==> src/rtl/sdram_arb_mc.sv <==
// sdram_arb_mc: SDRAM command-bus arbiter between an init sequencer, an
// auto-refresh engine and NCH access channels. Refresh wins over channels;
// a granted channel is asked to yield (ch_wait) when refresh is pending, and a
// sticky err flags a channel that takes WAIT_MAX cycles or more to yield.
//
// Ports:
//   sys_clk, sys_rst_n              clock, async active-low reset
//   init_done, init_cmd/ba/addr     init sequencer handshake and bus
//   ar_req, ar_end, ar_en           refresh request/done pulse/grant
//   ar_cmd/ba/addr                  refresh bus
//   ch_req, ch_end, ch_en, ch_wait  per-channel request/done/grant/yield
//   ch_cmd/ba/addr                  packed channel buses, channel k at slice k
//   cmdo/bao/addro                  SDRAM command bus (combinational mux)
//   grant_id, busy, err             last grant index, not-idle, yield timeout
//
// Build option: define SDRAM_ARB_RR_EN for round-robin channel selection;
// otherwise fixed priority with the lowest index winning.
module sdram_arb_mc #(
    parameter int unsigned NCH      = 2,
    parameter int unsigned ADDR_W   = 12,
    parameter int unsigned BA_W     = 2,
    parameter int unsigned CMD_W    = 4,
    parameter int unsigned WAIT_MAX = 64
) (
    input  logic                  sys_clk,
    input  logic                  sys_rst_n,
    input  logic                  init_done,
    input  logic [CMD_W-1:0]      init_cmd,
    input  logic [BA_W-1:0]       init_ba,
    input  logic [ADDR_W-1:0]     init_addr,
    input  logic                  ar_req,
    input  logic                  ar_end,
    output logic                  ar_en,
    input  logic [CMD_W-1:0]      ar_cmd,
    input  logic [BA_W-1:0]       ar_ba,
    input  logic [ADDR_W-1:0]     ar_addr,
    input  logic [NCH-1:0]        ch_req,
    input  logic [NCH-1:0]        ch_end,
    output logic [NCH-1:0]        ch_en,
    output logic [NCH-1:0]        ch_wait,
    input  logic [NCH*CMD_W-1:0]  ch_cmd,
    input  logic [NCH*BA_W-1:0]   ch_ba,
    input  logic [NCH*ADDR_W-1:0] ch_addr,
    output logic [CMD_W-1:0]      cmdo,
    output logic [BA_W-1:0]       bao,
    output logic [ADDR_W-1:0]     addro,
    output logic [1:0]            grant_id,
    output logic                  busy,
    output logic                  err
);

    localparam int unsigned TMR_W = $clog2(WAIT_MAX + 1);
    localparam logic [CMD_W-1:0] CMD_NOP = CMD_W'(4'b0111);

    typedef enum logic [1:0] {ST_INIT, ST_IDLE, ST_AREF, ST_ACCESS} state_t;

    state_t             state, state_d;
    logic               ar_en_d;
    logic [NCH-1:0]     ch_en_d, ch_wait_d;
    logic [1:0]         grant_d;
    logic [TMR_W-1:0]   timer;
    logic               sel_found;
    logic [1:0]         sel_idx;
    logic               end_g;

`ifdef SDRAM_ARB_RR_EN
    logic [1:0]         rr_ptr, rr_ptr_d;
`endif

    // ch_en is one-hot on the grant, so this picks ch_end of the granted channel only
    assign end_g = |(ch_end & ch_en);
    assign busy  = (state != ST_IDLE);

    // Channel selection: scan from the search start, first requester wins
    always_comb begin
        int k;
        sel_found = 1'b0;
        sel_idx   = 2'd0;
        k         = 0;
        for (int i = 0; i < int'(NCH); i++) begin
`ifdef SDRAM_ARB_RR_EN
            k = int'(rr_ptr) + i;
            if (k >= int'(NCH)) k = k - int'(NCH);
`else
            k = i;
`endif
            if (!sel_found && ((ch_req >> k) & NCH'(1)) != '0) begin
                sel_found = 1'b1;
                sel_idx   = 2'(k);
            end
        end
    end

    // Next-state and next-output logic
    always_comb begin
        state_d   = state;
        ar_en_d   = ar_en;
        ch_en_d   = ch_en;
        ch_wait_d = ch_wait;
        grant_d   = grant_id;
`ifdef SDRAM_ARB_RR_EN
        rr_ptr_d  = rr_ptr;
`endif
        case (state)
            ST_INIT: begin
                if (init_done) state_d = ST_IDLE;
            end
            ST_IDLE: begin
                if (ar_req) begin
                    state_d = ST_AREF;
                    ar_en_d = 1'b1;
                end else if (sel_found) begin
                    state_d = ST_ACCESS;
                    ch_en_d = NCH'(1) << sel_idx;
                    grant_d = sel_idx;
`ifdef SDRAM_ARB_RR_EN
                    rr_ptr_d = (sel_idx == 2'(NCH - 1)) ? 2'd0 : sel_idx + 2'd1;
`endif
                end
            end
            ST_AREF: begin
                if (ar_end) begin
                    state_d = ST_IDLE;
                    ar_en_d = 1'b0;
                end
            end
            ST_ACCESS: begin
                if (end_g) begin
                    ch_en_d   = '0;
                    ch_wait_d = '0;
                    // Hand straight over to refresh without an IDLE cycle
                    if (ar_req) begin
                        state_d = ST_AREF;
                        ar_en_d = 1'b1;
                    end else begin
                        state_d = ST_IDLE;
                    end
                end else if (ar_req) begin
                    // Yield request latches until the channel finishes
                    ch_wait_d = ch_en;
                end
            end
            default: state_d = ST_INIT;
        endcase
    end

    // State and registered outputs
    always_ff @(posedge sys_clk or negedge sys_rst_n) begin
        if (!sys_rst_n) begin
            state    <= ST_INIT;
            ar_en    <= 1'b0;
            ch_en    <= '0;
            ch_wait  <= '0;
            grant_id <= 2'd0;
`ifdef SDRAM_ARB_RR_EN
            rr_ptr   <= 2'd0;
`endif
        end else begin
            state    <= state_d;
            ar_en    <= ar_en_d;
            ch_en    <= ch_en_d;
            ch_wait  <= ch_wait_d;
            grant_id <= grant_d;
`ifdef SDRAM_ARB_RR_EN
            rr_ptr   <= rr_ptr_d;
`endif
        end
    end

    // Yield timer: saturating count of ch_wait cycles, sticky err at WAIT_MAX
    always_ff @(posedge sys_clk or negedge sys_rst_n) begin
        if (!sys_rst_n) begin
            timer <= '0;
            err   <= 1'b0;
        end else if (ch_wait != '0) begin
            if (timer != TMR_W'(WAIT_MAX)) timer <= timer + TMR_W'(1);
            if (timer == TMR_W'(WAIT_MAX - 1)) err <= 1'b1;
        end else begin
            timer <= '0;
        end
    end

    // SDRAM bus mux by state
    always_comb begin
        cmdo  = CMD_NOP;
        bao   = '0;
        addro = '0;
        case (state)
            ST_INIT: begin
                cmdo  = init_cmd;
                bao   = init_ba;
                addro = init_addr;
            end
            ST_AREF: begin
                cmdo  = ar_cmd;
                bao   = ar_ba;
                addro = ar_addr;
            end
            ST_ACCESS: begin
                cmdo  = CMD_W'(ch_cmd >> (int'(grant_id) * int'(CMD_W)));
                bao   = BA_W'(ch_ba >> (int'(grant_id) * int'(BA_W)));
                addro = ADDR_W'(ch_addr >> (int'(grant_id) * int'(ADDR_W)));
            end
            default: ;
        endcase
    end

endmodule

==> config.mk <==
export PLATFORM = sky130hd
export DESIGN_NAME = sdram_arb_mc
export DESIGN_NICKNAME = d
export VERILOG_FILES = /design/src/rtl/sdram_arb_mc.sv
export SDC_FILE = /design/constraint.sdc
export NUM_CORES = 1
export LEC_CHECK = 0
export CAP_MARGIN = 20
export CORE_UTILIZATION = 36
export DETAILED_ROUTE_END_ITERATION = 16
export HOLD_SLACK_MARGIN = 0.06
export PLACE_DENSITY = 0.95
export SYNTH_ARGS = -nofsm -noshare
export SYNTH_HDL_FRONTEND = slang
export SYNTH_SLANG_ARGS = --single-unit
==> constraint.sdc <==
create_clock -name sys_clk -period 3 [get_ports sys_clk]
set_input_delay 0.6 -clock sys_clk [delete_from_list [all_inputs] [get_ports sys_clk]]
set_output_delay 0.6 -clock sys_clk [all_outputs]
set_load 0.02 [all_outputs]
==> reports/results.ini <==
[sta]
post-route-period-util = 0.914
rsz0062_at_grt = false
slew_violations = 0
relSlewSlack = 0.522
setup_viol = 0
layout_setup_ws_ns = 0.259
tns_ns = 0
fin_crit_ns = 2.74
max_freq_ghz = 0.365
finalHoldViolations = 0
skew_ns = 0.000948
worst_pin_slew_ns = 0.715

[global_route]
grt_pass1_vias = 1614
grt_usage = 0.247
grt_pass1_wl_mm = 7.67
grt_max_degree = 32
grt_overflow = 0
grt_antenna_before_repair = 0

[placement]
place_congestion = 0.828
dp_hpwl_mm = 3.97
dpl_cell_area_um2 = 2480
io_buffers = 106
place_inst = 302
dp_worst_setup_slack_ns = 0.322

[floorplanning]
die_x_um = 64.1
die_h_um = 64.1
io_pins = 108
die_area_um2 = 4100
core_area_um2 = 3690
initial_core_util = 0.376
rows = 22

[route]
wl_per_cell_um = 16.1
first_iter_violations = 100
vias_per_cell = 5.27
drc = 0
vias = 1614
postRouteAntennaNets = 0
dr.pass1.iters = 4
routed_wirelength_mm = 4.94

[clock_tree]
cts_buffer_depth = 2
post_cts_buffers = 0
cts.hold.buffers_added = 0
clock_latency_ns = 0.26
cts_resized = 0
clkTransAtPathRegs_ns = 0.06
cts_made_buffers = 3
htreeDepth = 1
root_buffer = clkbuf_8
cts_tree = yes
clock-sinks = 16

[logic_synthesis]
synth_ff_type = dfrtp_1
synth_area_per_cell_um2 = 8.94
syn_inst = 155
synth_nets = 238
synth.yosys.warnings = 0
synth_area_um2 = 1390
synth_edf_count = 0
yosysSeqAreaShare = 0.289
yosysUniqueCellTypes = 38
async_reset_ff_frac = 1.00
synth-seq-cells = 16

[critical_path]
endpoint_kind = output pin
cp-start-kind = register
arrival_ns = 2.14
worstPathCellList = nand2_2 -> o22ai_1 -> clkdlybuf4s50_1
critPathKind = reg -> out
required_ns = 2.40
crit_path_max_incr_delay_ns = 0.67
slowest_stage = clkdlybuf4s50_1
critPathMaxFanout = 19

[layout]
final_area_um2 = 2540
syn_to_final_growth_pct = 83.1
drive_gt1_frac = 0.0543
final_common_cell = clkdlybuf4s50_1
nNetsFinal = 342
final-instance-count-excl-fill = 306
antenna_cells = 0
mostFrequentLayoutCells = clkdlybuf4s50_1 (106), mux2i_1 (33), dfrtp_1 (16), o22ai_1 (15), a21oi_1 (9)

[power_and_ir_drop]
peakVddDrop_v = 0.000516
fin_total_pwr_w = 0.00210
powerDensity_nw_per_um2 = 827
p_leak_nw = 1.10

[flow_run]
drv_cap = 0

[outcome]
status = complete, no violations

[min_path]
min_path_type = reg -> reg

[final timing paths]
check                                    to  slack (ns)  cells past startpoint       from
worst min-delay path                    err        0.47                      1        err
max in group asynchronous          timer[4]        1.78                      1  sys_rst_n
worst max-delay path               addro[6]        0.26                      3   state[0]
worst max register to register     ch_en[1]        1.47                      3   state[0]
min in group asynchronous       grant_id[0]        0.77                      1  sys_rst_n
worst min register to register          err        0.47                      1        err
[registers in the layout, indices dropped and copies added (netlist names)]
register and count:
grant_id 1, state 2, ar_en 1, ch_en 2, ch_wait 2, err 1, timer 7
[layer usage]
metal  vias to the layer above  routed length [µm]  global-route usage  part of all wire
li1                        783                   -                   -                 -
met1                       755                1810               0.249              0.37
met2                        67                2640               0.457              0.53
met3                         9                 405              0.0893             0.082
met4                         0                  82              0.0909             0.017
met5                         -                   0                   0                 0
[report_power, final]
part | internal (W) | total [W] | switching [W]
logic | 0.000737 | 0.00152 | 0.000788
clock network | 0.000117 | 0.000199 | 0.0000817
registers | 0.000282 | 0.000377 | 0.0000950
total | 0.00114 | 0.00210 | 0.000964
[per-stage QoR]
stage | hold WS (ns) | util
finish | 0.465 | 0.688
global route | 0.479 | 0.688
CTS | 0.471 | 0.688
detailed placement | 0.457 | 0.673
global placement | 0.454 | 0.673
floorplan | 0.304 | -
[synthesized netlist by cell type (3+ instances only)]
library cell,number,area share
nand3_1,7,0.025
nand2b_1,4,0.018
and2_1,3,0.014
o22ai_1,15,0.068
buf_4,6,0.032
a21oi_1,9,0.032
mux2i_1,33,0.24
nor2b_1,3,0.014
nor3_1,3,0.011
nor2_1,6,0.016
inv_1,5,0.014
a211oi_1,5,0.027
dfrtp_1,16,0.29
nand2_1,6,0.016
[final cells by class]
class | instances | area [µm²]
Fill cell | 302 | 1150
Multi-Input combinational cell | 123 | 901
Tap cell | 48 | 60.1
Inverter | 5 | 18.8
Sequential cell | 16 | 400
Clock buffer | 4 | 55.1
Timing Repair Buffer | 110 | 1100
[critical path: cells and delay by family, from the launching register on]
| kind | cells | cell delay (ns) |
|---|---|---|
| AOI/OAI and AO/OA | 1 | 0.27 |
| and+or+nand+nor | 1 | 0.34 |
| buffers and inverters | 1 | 0.67 |
| DFF | 1 | 0.60 |
[kinds of logic after synthesis]
group	count (synthesis)	synth area share
simple gates	46	0.196
compound gates	38	0.176
mux	33	0.238
flops	16	0.289
buf+inv	16	0.0614
xor+xnor	3	0.0190
fa+ha+maj	2	0.0180
other cells	1	0.00270
Note: power is estimated with default switching activity, not from simulation.
